## config.mk

```make
export PLATFORM = sky130hd
export DESIGN_NAME = mem_arbiter
export DESIGN_NICKNAME = d
export VERILOG_FILES = /design/src/rtl/mem_arbiter.sv
export SDC_FILE = /design/constraint.sdc
export NUM_CORES = 1
export LEC_CHECK = 0
export BUFFER_PORTS_ARGS = -buffer_cell sky130_fd_sc_hd__buf_2
export CAP_MARGIN = 5
export CORE_MARGIN = 2
export CORE_UTILIZATION = 56
export DETAILED_ROUTE_END_ITERATION = 10
export PLACE_DENSITY = 0.87
export SLEW_MARGIN = 20
export SYNTH_ARGS = -nofsm -noshare
export SYNTH_HDL_FRONTEND = slang
export SYNTH_SLANG_ARGS = --single-unit
```

## constraint.sdc

```tcl
create_clock -name clk -period 9.65 [get_ports clk]
set_input_delay 2.4125 -clock clk [delete_from_list [all_inputs] [get_ports clk]]
set_output_delay 2.4125 -clock clk [all_outputs]
set_load 0.005 [all_outputs]
```

## src/rtl/mem_arbiter.sv

```systemverilog
// rtl/mem_arbiter.sv - round-robin byte-serial RAM arbiter for NPORT load/store requesters
module mem_arbiter #(
  parameter int         NPORT  = 3,
  parameter int         ADDR_W = 32,
  parameter logic [1:0] IO_HI  = 2'b11
) (
  input  logic                      clk,
  input  logic                      rst,
  input  logic                      rdy,
  input  logic                      io_buffer_full,
  input  logic [7:0]                mem_din,
  output logic                      mem_wr,
  output logic [ADDR_W-1:0]         mem_a,
  output logic [7:0]                mem_dout,
  input  logic [NPORT-1:0]          req_valid,
  input  logic [NPORT-1:0]          req_we,
  input  logic [2*NPORT-1:0]        req_len,
  input  logic [NPORT-1:0]          req_sext,
  input  logic [NPORT*ADDR_W-1:0]   req_addr,
  input  logic [NPORT*32-1:0]       req_wdata,
  output logic [NPORT-1:0]          resp_valid,
  output logic [31:0]               resp_rdata,
  output logic [NPORT-1:0]          grant
);

  localparam int PW = (NPORT > 1) ? $clog2(NPORT) : 1;

  typedef enum logic [1:0] {IDLE, READ, WRITE, RESP} state_t;

  state_t              state, state_nx;
  logic [PW-1:0]       gnt, last, pick;
  logic                found, accept;
  logic                we_r, sext_r;
  logic [1:0]          len_r;
  logic [ADDR_W-1:0]   addr_r;
  logic [31:0]         wdata_r;
  logic [2:0]          cnt, cnt_nx, ofs;
  logic [31:0]         rbuf, rbuf_nx, rdata_nx;
  logic                stall;
  logic [NPORT-1:0]    gnt_oh;

  // Round-robin search starting just after the last granted port.
  always_comb begin
    found = 1'b0;
    pick  = last;
    for (int i = 1; i <= NPORT; i++) begin
      if (!found && req_valid[(int'(last) + i) % NPORT]) begin
        found = 1'b1;
        pick  = PW'((int'(last) + i) % NPORT);
      end
    end
  end

  assign gnt_oh = NPORT'(1) << gnt;
  assign stall  = we_r && io_buffer_full && (addr_r[17:16] == IO_HI);
  // While frozen, keep presenting the previous byte's address so mem_din still holds it.
  assign ofs    = (!rdy && cnt != 3'd0) ? cnt - 3'd1 : cnt;

  always_comb begin
    state_nx   = state;
    cnt_nx     = cnt;
    rbuf_nx    = rbuf;
    rdata_nx   = resp_rdata;
    accept     = 1'b0;
    mem_wr     = 1'b0;
    mem_a      = '0;
    mem_dout   = '0;
    resp_valid = '0;
    grant      = '0;
    case (state)
      IDLE: begin
        if (rdy && found) begin
          accept   = 1'b1;
          cnt_nx   = 3'd0;
          rbuf_nx  = '0;
          state_nx = req_we[pick] ? WRITE : READ;
        end
      end
      READ: begin
        grant = gnt_oh;
        if (ofs <= {1'b0, len_r})
          mem_a = addr_r + ADDR_W'(ofs);
        if (rdy) begin
          if (!req_valid[gnt]) begin
            state_nx = IDLE;
          end else begin
            if (cnt != 3'd0)
              rbuf_nx[8*(int'(cnt)-1) +: 8] = mem_din;
            cnt_nx = cnt + 3'd1;
            if (cnt == {1'b0, len_r} + 3'd1) begin
              state_nx = RESP;
              case (len_r)
                2'd0:    rdata_nx = {{24{sext_r & rbuf_nx[7]}},  rbuf_nx[7:0]};
                2'd1:    rdata_nx = {{16{sext_r & rbuf_nx[15]}}, rbuf_nx[15:0]};
                default: rdata_nx = rbuf_nx;
              endcase
            end
          end
        end
      end
      WRITE: begin
        grant    = gnt_oh;
        mem_a    = addr_r + ADDR_W'(cnt);
        mem_dout = wdata_r[8*cnt +: 8];
        if (rdy && !stall) begin
          mem_wr = 1'b1;
          cnt_nx = cnt + 3'd1;
          if (cnt == {1'b0, len_r})
            state_nx = RESP;
        end
      end
      RESP: begin
        grant      = gnt_oh;
        resp_valid = gnt_oh;
        if (rdy)
          state_nx = IDLE;
      end
      default: state_nx = IDLE;
    endcase
  end

  always_ff @(posedge clk) begin
    if (rst) begin
      state      <= IDLE;
      cnt        <= 3'd0;
      last       <= PW'(NPORT - 1);
      gnt        <= '0;
      rbuf       <= '0;
      resp_rdata <= '0;
      we_r       <= 1'b0;
      sext_r     <= 1'b0;
      len_r      <= 2'd0;
      addr_r     <= '0;
      wdata_r    <= '0;
    end else begin
      state      <= state_nx;
      cnt        <= cnt_nx;
      rbuf       <= rbuf_nx;
      resp_rdata <= rdata_nx;
      if (accept) begin
        gnt     <= pick;
        last    <= pick;
        we_r    <= req_we[pick];
        sext_r  <= req_sext[pick];
        // A 3-byte request is carried out as a full word.
        len_r   <= (req_len[2*pick +: 2] == 2'd2) ? 2'd3 : req_len[2*pick +: 2];
        addr_r  <= req_addr[ADDR_W*pick +: ADDR_W];
        wdata_r <= req_wdata[32*pick +: 32];
      end
    end
  end

endmodule

```

==> impl_metrics.env <==
export IMPL_cts_made_buffers=17
export IMPL_synth_top_area_share_pct=30.3
export IMPL_synth_cell_types=75
export IMPL_slew_limit_headroom_pct=23.0
export IMPL_initial_utilization_pct=57.8
export IMPL_grt_pass1_vias=9156
export IMPL_required_ps=7240
export IMPL_ant_nets=0
export IMPL_synthToLayoutAreaGrowth_pct=21.5
export IMPL_synthTopCellsByArea="dfxtp_1 (30%), mux2_2 (7.2%), nor2_1 (6.5%)"
export IMPL_clk_path_buf_depth=2
export IMPL_io_pins=298
export IMPL_finalPower_mw=2.85
export IMPL_hold_path_class="flop to flop"
export IMPL_yosys_warnings=0
export IMPL_rrSetupSlack_ps=3500
export IMPL_clock_sinks=140
export IMPL_post_route_period_util_pct=82.6
export IMPL_core_area_sq_mm=0.0160
export IMPL_endpoint_kind="primary output"
export IMPL_synthCells=1137
export IMPL_cts_resized=0
export IMPL_num_fill_cells=1297
export IMPL_skew_ps=7.51
export IMPL_finalHoldViolCount=0
export IMPL_num_vias=9868
export IMPL_r2r_cells=12
export IMPL_cp_start_kind="input pin"
export IMPL_overflow=0
export IMPL_hpwl_um=22400
export IMPL_final_common_cell="buf_2"
export IMPL_synth_fp_nets=1382
export IMPL_mappedNetlistArea_sq_mm=0.00924
export IMPL_rsz0062_at_grt="false"
export IMPL_fin_crit_ps=7970
export IMPL_insertion_delay_ps=420
export IMPL_worst_slew_pin_slew_ps=1150
export IMPL_final_setup_viol_count=0
export IMPL_p_per_area_mw_per_mm2=254
export IMPL_die_area_sq_mm=0.0175
export IMPL_grt_use_met1_pct=43.8
export IMPL_antenna_found_initial=3
export IMPL_top_usage_layer="met2"
export IMPL_ys_ff_latch=140
export IMPL_path_clk_slew_ps=60
export IMPL_die_x_um=132
export IMPL_status="finished clean"
export IMPL_drt_initial_drc_count=818
export IMPL_leakagePower_nw=4.89
export IMPL_htree_levels=4
export IMPL_drive_above_1_share_pct=30.8
export IMPL_crit_type="input pin to primary output"
export IMPL_drc=0
export IMPL_maxSlewViolCount=0
export IMPL_crit_path_end="mem_a[30]"
export IMPL_synth_flop_cell="dfxtp_1"
export IMPL_nets=1611
export IMPL_wire_per_inst_um=19.2
export IMPL_fmax_mhz=125
export IMPL_cts_root_buf="clkbuf_16"
export IMPL_use_met2_pct=56.9
export IMPL_syn_avg_cell_area_sq_um=8.13
export IMPL_r2r_end="resp_rdata[16]$_SDFFE_PP0P_"
export IMPL_viasPerCell=6.18
export IMPL_drt_pass1_iter_count=5
export IMPL_layout_common_cells="buf_2 (296), nor2_1 (159), dfxtp_1 (140), nand2_1 (87), a21oi_1 (70)"
export IMPL_seq_area_frac_synth_pct=30.3
export IMPL_critPathLaunch="rdy"
export IMPL_drv_cap=0
export IMPL_postCtsHoldBufs=0
export IMPL_cts_setup_buffers=0
export IMPL_crit_path_max_fanout=11
export IMPL_peakVddDrop_uv=276
export IMPL_grt_max_degree=89
export IMPL_io_buffers=297
export IMPL_gr_usage_met3_pct=7.55
export IMPL_tritoncts="done"
export IMPL_timing_rr_start="cnt[0]$_SDFFE_PP0P_"
export IMPL_synth_edff_count=0
export IMPL_finalSetupTns_ps=0
export IMPL_rows=46
export IMPL_routed_wl_um=30600
export IMPL_worstPathArrival_ps=5560
export IMPL_async_flop_share_pct=0
export IMPL_die_h_um=132
export IMPL_yosysTopAreaCell="dfxtp_1"
export IMPL_grt_pass1_wl_um=47700
export IMPL_gp_congestion=0.955
export IMPL_grt_use_total_pct=34.0
sequential cells by signal (all words and copies together) (netlist names):
register,cells
addr_r,32
rbuf,32
resp_rdata,32
wdata_r,32
cnt,3
gnt,2
len_r,2
state,2
last,1
sext_r,1
we_r,1
critical path, stage by stage:
cell and delay [ps]:
buf_2 170, nor2_1 240, nor2_1 70, a21oi_1 290, inv_1 110, fa_1 440, nor2b_1 160, o21ai_0 260
or2_2 430, or3_1 320, a21oi_1 140, o21ai_0 80, a31oi_1 250, buf_2 170
cell usage after synthesis (all sizes together), types with 3 or more instances:
library cell,instances
and2,6
nand2b,7
nor3,60
o22ai,8
xnor2,6
a211oi,36
a21oi,70
ha,24
mux2i,45
a211o,26
nand3,17
mux4,8
nor3b,4
xor2,3
a31oi,4
nand3b,3
or3,10
buf,29
nor4,4
a22o,19
a221oi,43
nand4,9
clkbuf,65
and3,11
or2,5
mux2,59
o211a,7
nor2b,25
o21ai,32
a21o,8
a311oi,4
inv,30
nand4b,4
dfxtp,140
a22oi,21
nand2,87
nor2,160
layer usage:
| layer | part of all wire, % | wire length (um) |
|---|---|---|
| met1 | 40 | 12300 |
| met2 | 48 | 14800 |
| met3 | 9.1 | 2790 |
| met4 | 2.3 | 709 |
| met5 | 0.020 | 6 |
kinds of logic (layout without fill, tap and decap cells):
logic type | count (synthesis) | in the layout | synth area share [%]
compound gates | 305 | 305 | 23.9
flops | 140 | 140 | 30.3
buf+inv | 125 | 367 | 5.84
simple gates | 419 | 419 | 21.3
mux | 112 | 112 | 14.0
xor+xnor | 9 | 9 | 0.853
fa+ha+maj | 27 | 27 | 3.79
other cells | 0 | 2 | 0
power by group:
group / switching, mW / internal [mW] / total [mW]
Sequential: 0.154 / 0.696 / 0.850
Clock: 0.260 / 0.353 / 0.613
Combinational: 0.835 / 0.552 / 1.39
cell type report:
cell class | count | area, sq um | area share, %
Sequential cell | 140 | 2800 | 25.0
Multi-Input combinational cell | 872 | 5940 | 52.9
Inverter | 30 | 113 | 1.00
Antenna cell | 2 | 5.00 | 0.0446
Timing Repair Buffer | 305 | 1550 | 13.8
Tap cell | 216 | 270 | 2.41
Clock buffer | 17 | 425 | 3.79
Clock inverter | 15 | 125 | 1.11
per-stage QoR:
stage | util [%] | area (sq um) | setup slack (ps) | hold slack (ps) | std cells
floorplan | - | 9240 | 2280 | 432 | 1137
global placement | 66.7 | 10700 | 1890 | 439 | 1563
detailed placement | 66.7 | 10700 | 1780 | 447 | 1563
CTS | 70.1 | 11200 | 1770 | 455 | 1595
global route | 70.2 | 11200 | 1480 | 475 | 1597
finish | 70.2 | 11200 | 1680 | 460 | 1597
worst min path at each step:
stage,to,startpoint,depth (start not counted),slack [ps]
CTS,rbuf[7]$_SDFFE_PP0P_,rbuf[7]$_SDFFE_PP0P_,2,460
global placement,rbuf[7]$_SDFFE_PP0P_,rbuf[7]$_SDFFE_PP0P_,2,440
global route,rbuf[7]$_SDFFE_PP0P_,rbuf[7]$_SDFFE_PP0P_,2,470
floorplan,rbuf[7]$_SDFFE_PP0P_,rbuf[7]$_SDFFE_PP0P_,2,430
finish,rbuf[7]$_SDFFE_PP0P_,rbuf[7]$_SDFFE_PP0P_,2,460
detailed placement,rbuf[7]$_SDFFE_PP0P_,rbuf[7]$_SDFFE_PP0P_,2,450
Power figures use the tool's default switching activity.
